**config.mk**
```make
export PLATFORM = sky130hd
export DESIGN_NAME = uxa_ps2_tx_flat
export DESIGN_NICKNAME = d
export VERILOG_FILES = /design/src/rtl/uxa_ps2_tx_if.sv /design/src/rtl/uxa_ps2_tx.sv /design/src/flat_wrapper.sv
export SDC_FILE = /design/constraint.sdc
export NUM_CORES = 1
export LEC_CHECK = 0
export BUFFER_PORTS_ARGS = -buffer_cell sky130_fd_sc_hd__buf_4
export CORE_MARGIN = 2
export CORE_UTILIZATION = 55
export DETAILED_ROUTE_END_ITERATION = 8
export HOLD_SLACK_MARGIN = 0.15
export PLACE_DENSITY = 0.75
export SYNTH_ARGS = -nofsm -noshare
export SYNTH_HDL_FRONTEND = slang
export SYNTH_SLANG_ARGS = --single-unit
```
**constraint.sdc**
```tcl
create_clock -name sys_clk_i -period 2.75 [get_ports sys_clk_i]
set_clock_uncertainty 0.05 [all_clocks]
set_input_delay 0.1375 -clock sys_clk_i [delete_from_list [all_inputs] [get_ports sys_clk_i]]
set_output_delay 0.1375 -clock sys_clk_i [all_outputs]
set_load 0.01 [all_outputs]
```
**src/rtl/uxa_ps2_tx_if.sv**
```systemverilog
// I/O bus port of the UXA PS/2 transmitter: command byte write, status word read,
// single-cycle acknowledge per strobe.
interface uxa_ps2_tx_if;
  logic        io_stb_i;
  logic        io_we_i;
  logic [7:0]  io_dat_i;
  logic        io_ack_o;
  logic [15:0] io_dat_o;

  modport master (output io_stb_i, io_we_i, io_dat_i, input io_ack_o, io_dat_o);
  modport slave  (input io_stb_i, io_we_i, io_dat_i, output io_ack_o, io_dat_o);
endinterface

```
**src/rtl/uxa_ps2_tx.sv**
```systemverilog
// Host-to-device PS/2 transmitter: inhibit, request-to-send, shift a byte on device clocks,
// then check the device ACK. Optional watchdog is built when UXA_PS2_TX_TIMEOUT_EN is defined.
module uxa_ps2_tx #(
  parameter int unsigned INHIBIT_CYCLES = 5000,
  parameter int unsigned TIMEOUT_CYCLES = 1000000
) (
  input  logic        sys_clk_i,
  input  logic        sys_reset_n_i,
  input  logic        ps2_c_i,
  input  logic        ps2_d_i,
  output logic        ps2_c_oe_o,
  output logic        ps2_d_oe_o,
  uxa_ps2_tx_if.slave io,
  output logic        busy_o,
  output logic        done_o
);
  localparam int unsigned CNT_W = (INHIBIT_CYCLES > 1) ? $clog2(INHIBIT_CYCLES) : 1;

  typedef enum logic [2:0] {
    ST_IDLE,
    ST_INHIBIT,
    ST_RTS,
    ST_SHIFT,
    ST_ACK,
    ST_WAIT_IDLE
  } state_t;

  state_t           state_q, state_n;
  logic [CNT_W-1:0] cnt_q, cnt_n;
  logic [3:0]       idx_q, idx_n;
  logic [7:0]       data_q, data_n;
  logic             err_q, err_n;
  logic             acks_q, acks_n;
  logic             c_oe_q, c_oe_n;
  logic             d_oe_q, d_oe_n;
  logic             ack_q;
  logic             done_c;
  logic             c_s1, c_s2, c_prev, d_s1, d_s2;
  logic             fall;
  logic             wr;
  logic             par_bit;

  // Lines idle high, so the synchronizers reset high to avoid a phantom falling edge.
  always_ff @(posedge sys_clk_i or negedge sys_reset_n_i) begin
    if (!sys_reset_n_i) begin
      c_s1   <= 1'b1;
      c_s2   <= 1'b1;
      c_prev <= 1'b1;
      d_s1   <= 1'b1;
      d_s2   <= 1'b1;
    end else begin
      c_s1   <= ps2_c_i;
      c_s2   <= c_s1;
      c_prev <= c_s2;
      d_s1   <= ps2_d_i;
      d_s2   <= d_s1;
    end
  end

  assign fall    = c_prev & ~c_s2;
  assign wr      = io.io_stb_i & io.io_we_i;
  assign par_bit = ~^data_q;

`ifdef UXA_PS2_TX_TIMEOUT_EN
  localparam int unsigned WD_W = $clog2(TIMEOUT_CYCLES + 1);

  logic [WD_W-1:0] wd_q;
  logic            wd_hit;

  assign wd_hit = (wd_q == WD_W'(TIMEOUT_CYCLES - 1));

  // Restarted on entry to SHIFT and on every device clock; saturates at the limit.
  always_ff @(posedge sys_clk_i or negedge sys_reset_n_i) begin
    if (!sys_reset_n_i) begin
      wd_q <= '0;
    end else if ((state_q == ST_RTS) || fall) begin
      wd_q <= '0;
    end else if (!wd_hit) begin
      wd_q <= wd_q + 1'b1;
    end
  end
`else
  // The timeout length only matters with the watchdog built in.
  if (TIMEOUT_CYCLES == 0) begin : g_timeout_unused
  end
`endif

  always_ff @(posedge sys_clk_i or negedge sys_reset_n_i) begin
    if (!sys_reset_n_i) begin
      state_q <= ST_IDLE;
      cnt_q   <= '0;
      idx_q   <= '0;
      data_q  <= '0;
      err_q   <= 1'b0;
      acks_q  <= 1'b0;
      c_oe_q  <= 1'b0;
      d_oe_q  <= 1'b0;
      ack_q   <= 1'b0;
    end else begin
      state_q <= state_n;
      cnt_q   <= cnt_n;
      idx_q   <= idx_n;
      data_q  <= data_n;
      err_q   <= err_n;
      acks_q  <= acks_n;
      c_oe_q  <= c_oe_n;
      d_oe_q  <= d_oe_n;
      ack_q   <= io.io_stb_i & ~ack_q;
    end
  end

  always_comb begin
    state_n = state_q;
    cnt_n   = cnt_q;
    idx_n   = idx_q;
    data_n  = data_q;
    err_n   = err_q;
    acks_n  = acks_q;
    c_oe_n  = c_oe_q;
    d_oe_n  = d_oe_q;
    done_c  = 1'b0;

    case (state_q)
      ST_IDLE: begin
        c_oe_n = 1'b0;
        d_oe_n = 1'b0;
        if (wr) begin
          data_n  = io.io_dat_i;
          err_n   = 1'b0;
          acks_n  = 1'b0;
          cnt_n   = CNT_W'(INHIBIT_CYCLES - 1);
          c_oe_n  = 1'b1;
          state_n = ST_INHIBIT;
        end
      end
      ST_INHIBIT: begin
        c_oe_n = 1'b1;
        if (cnt_q == '0) begin
          d_oe_n  = 1'b1;
          state_n = ST_RTS;
        end else begin
          cnt_n = cnt_q - 1'b1;
        end
      end
      ST_RTS: begin
        // Releasing the clock with data held low presents the start bit.
        c_oe_n  = 1'b0;
        d_oe_n  = 1'b1;
        idx_n   = '0;
        state_n = ST_SHIFT;
      end
      ST_SHIFT: begin
        if (fall) begin
          if (idx_q < 4'd8) begin
            d_oe_n = ~data_q[idx_q[2:0]];
          end else if (idx_q == 4'd8) begin
            d_oe_n = ~par_bit;
          end else begin
            d_oe_n = 1'b0;
          end
          idx_n = idx_q + 1'b1;
          if (idx_q == 4'd9) begin
            state_n = ST_ACK;
          end
        end
      end
      ST_ACK: begin
        d_oe_n = 1'b0;
        if (fall) begin
          acks_n  = ~d_s2;
          err_n   = d_s2;
          state_n = ST_WAIT_IDLE;
        end
      end
      ST_WAIT_IDLE: begin
        if (c_s2 && d_s2) begin
          done_c  = 1'b1;
          state_n = ST_IDLE;
        end
      end
      default: begin
        c_oe_n  = 1'b0;
        d_oe_n  = 1'b0;
        state_n = ST_IDLE;
      end
    endcase

`ifdef UXA_PS2_TX_TIMEOUT_EN
    if (wd_hit && (state_q inside {ST_SHIFT, ST_ACK, ST_WAIT_IDLE})) begin
      c_oe_n  = 1'b0;
      d_oe_n  = 1'b0;
      err_n   = 1'b1;
      done_c  = 1'b1;
      state_n = ST_IDLE;
    end
`endif
  end

  // busy drops in the done cycle, while the state still blocks a new write.
  assign done_o      = done_c;
  assign busy_o      = (state_q != ST_IDLE) & ~done_c;
  assign ps2_c_oe_o  = c_oe_q;
  assign ps2_d_oe_o  = d_oe_q;
  assign io.io_ack_o = ack_q;
  assign io.io_dat_o = {busy_o, err_q, acks_q, 5'b0_0000, data_q};
endmodule
```
**src/flat_wrapper.sv**
```systemverilog
// flat-port wrapper written by rule: the top's interface ports become plain ports
module uxa_ps2_tx_flat 
#(
  parameter int unsigned INHIBIT_CYCLES = 5000,
  parameter int unsigned TIMEOUT_CYCLES = 1000000
)
  (sys_clk_i, sys_reset_n_i, ps2_c_i, ps2_d_i, ps2_c_oe_o, ps2_d_oe_o, busy_o, done_o, io_io_stb_i, io_io_we_i, io_io_dat_i, io_io_ack_o, io_io_dat_o);
  uxa_ps2_tx_if io_i ();
  input  logic sys_clk_i;
  input  logic sys_reset_n_i;
  input  logic ps2_c_i;
  input  logic ps2_d_i;
  output logic ps2_c_oe_o;
  output logic ps2_d_oe_o;
  output logic busy_o;
  output logic done_o;
  input wire logic [$bits(io_i.io_stb_i)-1:0] io_io_stb_i;
  input wire logic [$bits(io_i.io_we_i)-1:0] io_io_we_i;
  input wire logic [$bits(io_i.io_dat_i)-1:0] io_io_dat_i;
  output wire logic [$bits(io_i.io_ack_o)-1:0] io_io_ack_o;
  output wire logic [$bits(io_i.io_dat_o)-1:0] io_io_dat_o;
  assign io_i.io_stb_i = io_io_stb_i;
  assign io_i.io_we_i = io_io_we_i;
  assign io_i.io_dat_i = io_io_dat_i;
  assign io_io_ack_o = io_i.io_ack_o;
  assign io_io_dat_o = io_i.io_dat_o;
  uxa_ps2_tx #(.INHIBIT_CYCLES(INHIBIT_CYCLES), .TIMEOUT_CYCLES(TIMEOUT_CYCLES)) u_core (.sys_clk_i(sys_clk_i), .sys_reset_n_i(sys_reset_n_i), .ps2_c_i(ps2_c_i), .ps2_d_i(ps2_d_i), .ps2_c_oe_o(ps2_c_oe_o), .ps2_d_oe_o(ps2_d_oe_o), .io(io_i), .busy_o(busy_o), .done_o(done_o));
endmodule
```
Yosys cells after proc, flatten, opt, wreduce, memory -nomap -nowiden
Cells that the tools add are included.
Cells by class
  add/sub/neg operators: 2
  multipliers: 0
  div/mod/pow operators: 0
  $lt $le $gt $ge: 2
  eq/ne operators: 14
  shift-type cells: 0
  muxes and demuxes: 28
  bitwise gates (word level): 11
  reductions and logical operators: 15
Operators by type and width (number)
  $mux 13: 2
  $pmux 13 s2: 1
  $mux 3: 6
  $pmux 3 s6: 1
  $logic_not 13->1: 1
  $sub 13x1->13 const B: 1
  $ne 2x1->1 const B: 6
  $mux 1: 11
  $reduce_and 3->1: 3
  $eq 4x4->1 const B: 2
  $pmux 4 s2: 1
  $reduce_xnor 8->1: 1
  $not 1->1: 7
  $eq 3x2->1 const B: 2
  $eq 3x3->1 const B: 2
  $reduce_and 6->1: 1
  $reduce_bool 2->1: 3
  $add 4x1->4 const B: 1
  $and 1x1->1: 4
  $lt 3x4->1 const B: 1
  $lt 4x4->1 const B: 1
  $mux 4: 1
  $pmux 1 s2: 2
  $pmux 1 s4: 1
  other kinds (9): 10
Word-level totals
  register bits: 38
  latch bits: 0
  RAM bits: 0
  ROM bits: 0
  bits of input ports: 14
  output and inout bits: 21
  logic and storage cells: 86
  memories: 0

Logic depth before layout (Yosys ltp)
Gate-level depths: netlist (run 1).
  depth after elaboration: 6
  mapped depth: 7
  mapped depth without buffers: 7

Worst setup path after synthesis (run 1)
OpenSTA, ideal clock, no wires.
  path kind: flip-flop to flip-flop
  start: reg u_core.cnt_q[0]
  end: reg u_core.cnt_q[9]
  library setup time: 0.134 ns
  data arrival time: 1.725 ns
  required time: 2.566 ns
  slack: 0.841 ns
  stages on the path, launching flop included: 8
  path buffers: 0
  cell sequence: dfrtp_1 -> inv_1 -> ha_1 -> nor4b_1 -> a311o_1 -> a2111oi_4 -> xnor2_1 -> nand2_1
Between the ends
  word-level cells in the longest chain between the ends: 3
  elaborated cells on any way between the ends: 6
  classes of those cells: 1 x add/sub; 1 x eq/ne; 2 x mux; 2 x reduce/logical
Ends and longest elaborated chain
  from (decl): line uxa_ps2_tx.sv:29  | logic [CNT_W-1:0] cnt_q, cnt_n;
  from (signal assigned): line uxa_ps2_tx.sv:101  | cnt_q <= cnt_n;
  $sub 13x1->13 / $logic_not 13->1 (equally long branches): line uxa_ps2_tx.sv:142, uxa_ps2_tx.sv:138
  $mux 13 / $ne 2x2->1 (equally long branches)
  $pmux 13 s2 / $reduce_and 3->1 (equally long branches)
Parallel ways exist; a longest one is shown, timed or not. The select of a mux whose other input is x is not followed.
A chain may end at the register's enable or synchronous reset.

Worst setup path in the final report (run 1)
Ends and elaborated chain as after synthesis.

==> results of run 1 <==
==> kinds of logic after synthesis <==
group                    count (synthesis)  synth area share (%)
other                                    1                0.1830
flip-flops                              38                 46.70
XOR/XNOR                                17                 7.265
adder cells (fa/ha/maj)                  4                 2.442
buffers and inverters                   24                 5.922
multiplexers                             5                 3.113
AO/OA/AOI/OAI                           29                 10.14
AND/OR/NAND/NOR                        101                 24.24
==> flip-flops by register name, indices dropped and copies added, names as in the netlist <==
name	cells
u_core.ps2_d_oe_o	1
u_core.ps2_c_oe_o	1
u_core.io.io_ack_o	1
u_core.c_prev	1
u_core.data_q	8
u_core.state_q	3
u_core.err_q	1
u_core.d_s1	1
u_core.c_s2	1
u_core.d_s2	1
u_core.c_s1	1
u_core.cnt_q	13
u_core.acks_q	1
u_core.idx_q	4
==> how the worst max path moves through the flow <==
stage,startpoint,end,slack [ns]
2_1_floorplan,u_core.cnt_q[0],u_core.cnt_q[9],0.84
3_3_place_gp,u_core.cnt_q[0],u_core.cnt_q[9],0.79
3_5_place_dp,u_core.cnt_q[0],u_core.cnt_q[9],0.74
4_1_cts,u_core.cnt_q[0],u_core.cnt_q[9],0.71
5_1_grt,u_core.cnt_q[0],u_core.cnt_q[0],0.53
6_report,u_core.cnt_q[0],u_core.cnt_q[9],0.72
==> layer usage <==
| metal | track usage, % | vias to the layer above | wire (um) |
|---|---|---|---|
| met5 | 0 | - | 0 |
| met4 | 6.250 | 0 | 46 |
| met3 | 3.819 | 6 | 219 |
| met2 | 36.86 | 47 | 1906 |
| met1 | 27.27 | 763 | 1836 |
| li1 | - | 828 | - |
==> cell usage in the layout (no fill, tap or decap), types with 2 or more instances in the layout <==
cell and instances:
a21oi_1 6, and3b_1 2, inv_1 8, nor2b_1 3, nand4_1 5, dfrtp_1 33
or3_1 4, clkbuf_8 5, nand3_1 10, nand2b_1 2, xnor2_1 11, buf_4 33
dlygate4sd3_1 12, nor3_1 8, conb_1 5, nor4_1 2, nor4b_1 2, nand2_1 43
o2111ai_1 2, mux2i_1 3, dfstp_2 5, a31oi_1 3, nor2_1 11, ha_1 4
a211oi_1 3, xor2_1 6, o21ai_0 7, nand4b_1 2
==> area by class of cell <==
type / count / area share, %
repair buffers: 45 / 14.61
clock inverters: 2 / 1.491
well taps: 48 / 2.386
clock buffers: 6 / 2.883
flip-flops and latches: 38 / 38.02
inverters: 8 / 1.193
multi-input cells: 161 / 39.41
==> power groups by stage <==
stage / Combinational, mW / Sequential, mW / Clock [mW]
floorplan: 0.707 / 0.927 / 0
global placement: 0.969 / 0.960 / 0
detailed placement: 0.996 / 0.966 / 0
CTS: 1.02 / 0.956 / 0.473
global route: 1.13 / 0.991 / 0.498
finish: 1.01 / 0.955 / 0.461
==> critical path, cell delays in order (launching register included) <==
cell and delay (ns):
dfrtp_1 0.40, inv_1 0.08, ha_1 0.19, nor4b_1 0.15
a311o_1 0.45, a2111oi_4 0.38, xnor2_1 0.16, nand2_1 0.06
==> results.tsv, run 1 <==
stage	metric	value	unit
logic_synthesis	EDFF count, synth	0	
setup_path	WP data required	2.86	ns
route	1st-iter DRT viols	94	
pwr	Switch Pwr	0.9231	mW
setup_path	reg2reg end	u_core.cnt_q[9]	
timing	Fmax	0.4933	GHz
finish	layout cells sized above 1	20.00	%
route	DRC errors left	0	
timing	Final Hold Viols	0	
setup_path	cell depth of the worst flop-to-flop path	7	
clock_network	Root Buffer Master	clkbuf_8	
clock_network	Hold-fix buffers, CTS	12	
pwr	VDD IR max	492.5	uV
placement	pre-CTS setup slack	0.7398	ns
route	per-cell routed wire length	13.02	um
route	via count	1644	
logic_synthesis	synthesis-stage register bit count	38	
finish	number of diodes	0	
logic_synthesis	Synth area leader	dfrtp_1	
logic_synthesis	Syn Area/Cell	9.358	sq um
floorplanning	Top Ports	35	
placement	Placement Cell Area	0.002287	sq mm
floorplanning	die area	0.004231	sq mm
pwr	P per Cell Area	964.2	mW/mm^2
timing	final setup fails	0	
floorplanning	Initial Utilization	56.40	%
hold_path	Min-Delay Startpoint	io_io_we_i	
timing	final period utilization	73.71	%
hold_path	Min-Delay Path Depth	4	
logic_synthesis	top_reg_cell synth	dfrtp_1	
route	Post-Route WL	4009	um
timing	minimum clock period	2.027	ns
clock_network	# clock sinks	38	
logic_synthesis	sequential-to-total area share from yosys stat	46.70	%
clock_network	Setup Fix Bufs, Post-CTS	0	
hold_path	Hold Crit Class	primary input to flip-flop	
clock_network	Inserted Clock Buffers	5	
clock_network	clock slew at reported path FFs	0.07	ns
clock_network	Clock Latency Late Sink	0.28	ns
placement	IO Port Bufs	29	
clock_network	H-tree levels	2	
placement	Placed Instances	288	
setup_path	critical path fanouts, max	5	
floorplanning	die width	65.05	um
timing	unrepaired setup endpoints after global routing	no	
status	status	finished, final reports clean	
clock_network	CTS max path bufs	2	
pwr	Lkg Pwr	1.095	nW
pwr	Clk pwr share	19.0	%
route	First-pass DRT Iterations	4	
global_route	initial antenna violation count	0	
pwr	P_int	1.504	mW
pwr	sequential power share	39.3	%
clock_network	post-CTS sizing	0	
pwr	Pwr Total	2.427	mW
timing	Final Hold Slack	0.2453	ns
route	routed vias/inst	5.338	
global_route	gr usage total	21.28	%
global_route	first-pass GRT wire length	7010	um
clock_network	TritonCTS clock tree	done	
setup_path	critical path class	flip-flop to flip-flop	
logic_synthesis	dominant cells by area after synthesis	dfrtp_1 40%, nand2_1 7.9%, dfstp_2 6.4%, xnor2_1 4.7%, buf_4 2.9%	
logic_synthesis	Mapped Area	0.002049	sq mm
finish	Final Cell Area	0.002517	sq mm
finish	Post-Layout Cell Count	308	
route	antenna viol nets, final	0	
logic_synthesis	Synth async-reset ratio	100.0	%
pwr	combinational share of power	41.6	%
finish	Fillers	296	
logic_synthesis	Yosys top cell area share	40.29	%
setup_path	Worst setup SP type	flip-flop	
finish	Layout area overhead	22.83	%
finish	nets	277	
timing	setup tns final	0	ns
pwr	switch share	38.03	%
logic_synthesis	commonest cells in the synthesized netlist	43 x nand2_1, 33 x dfrtp_1, 11 x nor2_1, 11 x xnor2_1, 10 x nand3_1	
finish	Final Util	69.28	%
logic_synthesis	Synthesis Warnings	0	
setup_path	Worst setup EP type	flip-flop	
setup_path	CP arrival	2.14	ns
setup_path	reg-to-reg slack, setup	0.72	ns
timing	Final Max Slew Viols	0	
global_route	vias in the first global route	1580	
placement	Detailed Place HPWL	2829	um
setup_path	worst flop-to-flop path startpoint	u_core.cnt_q[0]	
global_route	largest net degree at the start of global routing	39	
finish	Multi-input gate area	992.2	sq um
logic_synthesis	count leader, synth	nand2_1	
job	max_cap viols	0	
timing	final worst setup slack	0.7228	ns
floorplanning	Rows	22	
placement	routability congestion estimate	0.8657	
floorplanning	Core Box Area	0.003633	sq mm
floorplanning	Die Y	65.05	um
global_route	grt total ovfl	0	
hold_path	WHS Endpoint	u_core.state_q[0]	
logic_synthesis	Synth Instances	219	
finish	Reg area	957.2	sq um
logic_synthesis	synth unique cells	45	
Power figures use the tool's default switching activity.
==> run 2, diff against run 1 <==
CORE_UTILIZATION = 50   (was 55)
PLACE_DENSITY = 0.72   (was 0.75)
clock period = 1.8 ns   (was 2.75 ns; I/O delays follow)
==> run 2 against run 1 <==
Net effect: the flow now finishes with violations (setup timing); count of clock-buffer cells in the layout unchanged; clock power increased by 96%; register-to-register slack got worse by 0.74 ns; total power is 73% higher; sequential cell count did not move; hold slack got worse by 0.055 ns; die area increased by 9.4%; non-clock buffer count up 17; largest power group unchanged; highest routed layer unchanged.
==> results.tsv, run 2 (synthesis gave the netlist of run 1 again) <==
stage	metric	value	unit
status	status	complete, but fails checks	
status	failing checks	setup timing	
setup_path	critical path class	flip-flop to flip-flop	
timing	Fmax	0.5508	GHz
setup_path	Worst setup EP type	flip-flop	
finish	number of diodes	0	
clock_network	Inserted Clock Buffers	5	
floorplanning	Initial Utilization	51.61	%
setup_path	WP data required	1.94	ns
timing	final worst setup slack	-0.01548	ns
route	antenna viol nets, final	0	
hold_path	Hold Crit Class	primary input to flip-flop	
floorplanning	Top Ports	35	
hold_path	WHS Endpoint	u_core.state_q[0]	
clock_network	clock slew at reported path FFs	0.08	ns
global_route	grt total ovfl	0	
hold_path	Min-Delay Startpoint	io_io_we_i	
route	DRC errors left	0	
pwr	Lkg Pwr	1.197	nW
finish	Final Util	69.53	%
placement	routability congestion estimate	0.8623	
global_route	initial antenna violation count	0	
finish	layout cells sized above 1	29.60	%
timing	minimum clock period	1.815	ns
timing	Final Hold Slack	0.1908	ns
floorplanning	die area	0.004627	sq mm
timing	unrepaired setup endpoints after global routing	yes	
placement	IO Port Bufs	29	
setup_path	critical path fanouts, max	5	
timing	final setup fails	1	
timing	Final Hold Viols	0	
route	Post-Route WL	4643	um
finish	Fillers	324	
clock_network	CTS max path bufs	2	
timing	setup tns final	-0.01548	ns
clock_network	H-tree levels	2	
clock_network	Root Buffer Master	clkbuf_8	
global_route	first-pass GRT wire length	7279	um
setup_path	cell depth of the worst flop-to-flop path	7	
timing	final period utilization	100.9	%
timing	Final Max Slew Viols	0	
route	per-cell routed wire length	14.20	um
floorplanning	Rows	23	
finish	most frequent cells in the layout	49 x buf_4, 43 x nand2_1, 33 x dfrtp_1	
setup_path	reg2reg end	u_core.cnt_q[9]	
route	routed vias/inst	5.404	
placement	pre-CTS setup slack	-0.1453	ns
route	via count	1767	
setup_path	CP arrival	1.95	ns
finish	commonest non-fill, non-tap cell in the layout	buf_4	
job	max_cap viols	0	
setup_path	reg-to-reg slack, setup	-0.02	ns
global_route	gr usage total	21.51	%
clock_network	# clock sinks	38	
clock_network	TritonCTS clock tree	done	
finish	register with the most flip-flops	u_core.cnt_q	
placement	Detailed Place HPWL	3156	um
route	First-pass DRT Iterations	4	
route	1st-iter DRT viols	156	
pwr	VDD IR max	707.0	uV
placement	Placement Cell Area	0.002400	sq mm
pwr	P per Cell Area	1523	mW/mm^2
floorplanning	Die Y	68.02	um
finish	nets	294	
global_route	largest net degree at the start of global routing	39	
hold_path	Min-Delay Path Depth	4	
finish	Layout area overhead	34.74	%
floorplanning	die width	68.02	um
global_route	vias in the first global route	1616	
finish	Largest regs	u_core.cnt_q x13, u_core.data_q x8, u_core.idx_q x4	
floorplanning	Core Box Area	0.003971	sq mm
finish	Largest register FFs	13	
setup_path	Worst setup SP type	flip-flop	
finish	Final Cell Area	0.002761	sq mm
setup_path	worst flop-to-flop path startpoint	u_core.cnt_q[0]	
clock_network	Clock Latency Late Sink	0.30	ns
==> run 2: cell count changes in the layout (fill, tap and decap cells not counted), moves of 2 or more <==
cell / previous run / this run
inv_2: 0 / 2
a211oi_2: 0 / 3
a211oi_1: 3 / 0
buf_4: 33 / 49
inv_1: 8 / 6
nor4_1: 2 / 0
nor4_2: 1 / 3
nor4b_1: 2 / 0
==> run 2: worst max-delay path by stage <==
stage / from / to / slack (ns) / cells after the start
global route: u_core.cnt_q[9] / u_core.cnt_q[3] / -0.09 / 6
global placement: u_core.cnt_q[0] / u_core.cnt_q[8] / 0.03 / 7
finish: u_core.cnt_q[0] / u_core.cnt_q[9] / -0.02 / 7
floorplan: u_core.cnt_q[0] / u_core.cnt_q[9] / 0.03 / 7
detailed placement: u_core.cnt_q[0] / u_core.state_q[1] / -0.15 / 6
CTS: u_core.cnt_q[0] / u_core.cnt_q[9] / -0.04 / 7
==> run 2: critical path, cell delays in order, from the launching register on <==
cell and delay (ns):
dfrtp_1 0.38, inv_2 0.06, ha_4 0.15, nor4b_4 0.12
a311o_1 0.39, a2111oi_4 0.34, xnor2_1 0.15, nand2_1 0.06
==> run 2: layer usage <==
metal | GRT usage (%) | vias to the layer above | part of all wire [%]
met3 | 5.099 | 10 | 4.2
li1 | - | 858 | -
met2 | 33.98 | 47 | 49
met5 | 0 | - | 0
met4 | 10.00 | 0 | 1.8
met1 | 27.93 | 852 | 45
==> run 2: timing repair <==
item                       CTS  global route
hold endpoints to repair    49             0
gates resized for setup      3            11
setup endpoints to repair   16            16
setup buffers                1             3
hold buffers                12             0
pin swaps                    1             8
==> run 2: where the power goes <==
part	switching [mW]	total (mW)	internal (mW)
sequential	0.306	1.44	1.13
combinational	0.926	1.87	0.941
clock	0.312	0.903	0.591
total	1.54	4.20	2.66
==> run 2: area by class of cell <==
type	count	area, sq um	share of cell area [%]
Multi-Input combinational cell	161	1061	38.42
Clock inverter	2	60.06	2.175
Clock buffer	6	82.58	2.990
Timing Repair Buffer	62	508.0	18.40
Tap cell	50	62.56	2.266
Inverter	8	30.03	1.087
Sequential cell	38	957.2	34.66
==> run 2: metrics by stage <==
step | instances | total power [mW]
after floorplan | 223 | 2.497
after global placement | 303 | 3.121
after detailed placement | 303 | 3.184
after CTS | 324 | 4.130
after global routing | 327 | 4.487
final | 327 | 4.205
==> run 3, diff against run 2 <==
CELL_PAD_IN_SITES_DETAIL_PLACEMENT = 2   (was default)
CELL_PAD_IN_SITES_GLOBAL_PLACEMENT = 2   (was default)
CORE_UTILIZATION = 31   (was 50)
==> run 3 against run 2 <==
Net effect: the flow still finishes with violations (setup timing); fmax decreased by 6.0%; critical endpoint unchanged; count of clock-buffer cells in the layout grew 1; total power decreased by 1.3%; cell count grew 11%; first-iteration DRC count shrank 71%; clock power shrank 29%; routed wire length up 46%; sequential share of layout area down 0.95 points; setup slack got worse by 0.12 ns; core utilization decreased by 25 points.
==> results.tsv, run 3 (synthesis gave the netlist of run 1 again) <==
stage	metric	value	unit
pwr	Lkg Pwr	1.225	nW
placement	IO Port Bufs	29	
global_route	largest net degree at the start of global routing	39	
floorplanning	Die Y	85.31	um
setup_path	critical path's slowest cell	dfrtp_1	
pwr	sequential power share	34.3	%
finish	layout cells sized above 1	32.52	%
floorplanning	die area	0.007278	sq mm
setup_path	WP data required	1.94	ns
clock_network	clock slew at reported path FFs	0.08	ns
route	DRC errors left	0	
route	1st-iter DRT viols	45	
route	per-cell routed wire length	18.64	um
global_route	vias in the first global route	2111	
setup_path	worst flop-to-flop path startpoint	u_core.cnt_q[1]	
global_route	gr usage total	19.61	%
finish	Reg area	957.2	sq um
setup_path	Top cell by count, worst path	buf_4	
finish	Final Cell Area	0.002839	sq mm
placement	routability congestion estimate	0.7358	
global_route	grt total ovfl	0	
route	First-pass DRT Iterations	4	
finish	Largest regs	u_core.cnt_q x13, u_core.data_q x8, u_core.idx_q x4	
route	via count	1871	
pwr	P per Cell Area	1463	mW/mm^2
placement	Placement Cell Area	0.002501	sq mm
pwr	Pwr Total	4.152	mW
pwr	switch share	40.94	%
timing	slew margin rel.	64.14	%
setup_path	critical path class	flip-flop to flip-flop	
setup_path	CP max stage delay	0.40	ns
setup_path	Worst setup startpoint	u_core.cnt_q[1]	
timing	final worst setup slack	-0.1317	ns
clock_network	TritonCTS clock tree	done	
global_route	first-pass GRT wire length	11050	um
hold_path	Min-Delay Startpoint	io_io_we_i	
finish	commonest non-fill, non-tap cell in the layout	buf_4	
clock_network	Clock Latency Late Sink	0.30	ns
route	routed vias/inst	5.154	
route	antenna viol nets, final	0	
global_route	initial antenna violation count	0	
pwr	Clk pwr share	15.4	%
timing	Final Hold Viols	0	
floorplanning	Top Ports	35	
finish	Largest register FFs	13	
hold_path	Hold Crit Class	primary input to flip-flop	
pwr	P_int	2.453	mW
status	status	complete, but fails checks	
pwr	combinational share of power	50.4	%
setup_path	CP arrival	2.07	ns
timing	unrepaired setup endpoints after global routing	yes	
floorplanning	die width	85.31	um
timing	Final Max Slew Viols	0	
timing	final period utilization	107.3	%
floorplanning	Core Box Area	0.006386	sq mm
floorplanning	Rows	29	
finish	Fillers	697	
finish	most frequent cells in the layout	57 x buf_4, 42 x nand2_1, 33 x dfrtp_1	
setup_path	Worst setup SP type	flip-flop	
finish	register with the most flip-flops	u_core.cnt_q	
timing	Fmax	0.5177	GHz
pwr	VDD IR max	566.6	uV
clock_network	CTS max path bufs	2	
setup_path	CP cell instances	buf_4 -> buf_4 -> nor2_1 -> nand3_1 -> a2111oi_4 -> xnor2_1 -> nand2_1	
clock_network	Inserted Clock Buffers	5	
setup_path	Worst setup EP type	flip-flop	
finish	nets	303	
job	max_cap viols	0	
status	failing checks	setup timing	
finish	number of diodes	0	
route	Post-Route WL	6768	um
timing	minimum clock period	1.932	ns
clock_network	# clock sinks	38	
clock_network	H-tree levels	2	
pwr	Switch Pwr	1.700	mW
timing	Slew @ Worst Pin	0.5337	ns
clock_network	Root Buffer Master	clkbuf_8	
floorplanning	Initial Utilization	32.09	%
finish	Multi-input gate area	0.001085	sq mm
setup_path	critical path fanouts, max	3	
finish	Layout area overhead	38.52	%
timing	final setup fails	3	
placement	Detailed Place HPWL	4225	um
run 3: cell types whose count changed in the layout (fill, tap and decap cells not counted), sizes merged:
| cell | change |
|---|---|
| bufinv | -2 |
| buf | +9 |
| clkinv | +1 |
| clkbuf | +1 |
run 3: layer usage:
metal	track usage [%]	vias up	routed length (um)
met5	0	-	0
met4	6.926	0	151
met3	3.016	15	217
met2	34.09	32	3501
met1	24.65	949	2898
li1	-	875	-
run 3: power by group through the flow:
| stage | logic [mW] | clock network (mW) | registers (mW) |
|---|---|---|---|
| 5_1_grt | 2.32 | 0.694 | 1.47 |
| 3_3_place_gp | 1.84 | 0 | 1.40 |
| 2_1_floorplan | 1.08 | 0 | 1.42 |
| 4_1_cts | 2.00 | 0.657 | 1.41 |
| 6_report | 2.09 | 0.638 | 1.42 |
| 3_5_place_dp | 1.90 | 0 | 1.41 |
run 3: worst max-delay path, delay by kind of cell, from the launching register on:
family | cells | cell delay, ns
compound gates | 1 | 0.39
xor+xnor | 1 | 0.17
buf+inv | 2 | 0.27
flops | 1 | 0.40
simple gates | 3 | 0.55
run 3: metrics by stage:
stage | setup TNS, ns | hold WS (ns) | setup WS (ns) | util, % | instances
final | -0.2167 | 0.1916 | -0.1317 | 44.46 | 363
after floorplan | 0 | -0.2556 | 0.03335 | - | 223
after global placement | -0.05271 | 0.04759 | -0.02079 | 39.17 | 339
after global routing | -0.7199 | 0.2224 | -0.2322 | 44.46 | 363
after CTS | -0.07190 | 0.1892 | -0.07190 | 43.57 | 363
after detailed placement | -1.929 | 0.05093 | -0.1718 | 39.17 | 339
run 3: worst paths after layout:
path / cells after the start / endpoint / slack [ns]
worst max-delay path: 7 / u_core.cnt_q[9] / -0.13
worst min-delay path: 4 / u_core.state_q[0] / 0.19
worst max register to register: 7 / u_core.cnt_q[9] / -0.13
worst min register to register: 0 / u_core.d_s2 / 0.31
max in group asynchronous: 2 / u_core.c_prev / 1.07
min in group asynchronous: 2 / u_core.cnt_q[3] / 0.26
run 3: layout make-up:
type,count,area share (%)
clock buffers,7,3.041
clock inverters,1,0.1763
inverters,8,1.058
multi-input cells,161,38.21
flip-flops and latches,38,33.72
well taps,77,3.394
repair buffers,71,20.41
run 3: what timing repair did:
item | 4_1_cts | 5_1_grt
hold buffers | 12 | 0
endpoints found under the setup margin | 16 | 14
cloned | 0 | 0
endpoints found under the hold margin | 49 | 0
pin swaps | 6 | 12
gates resized for setup | 8 | 13
setup buffers | 4 | 0
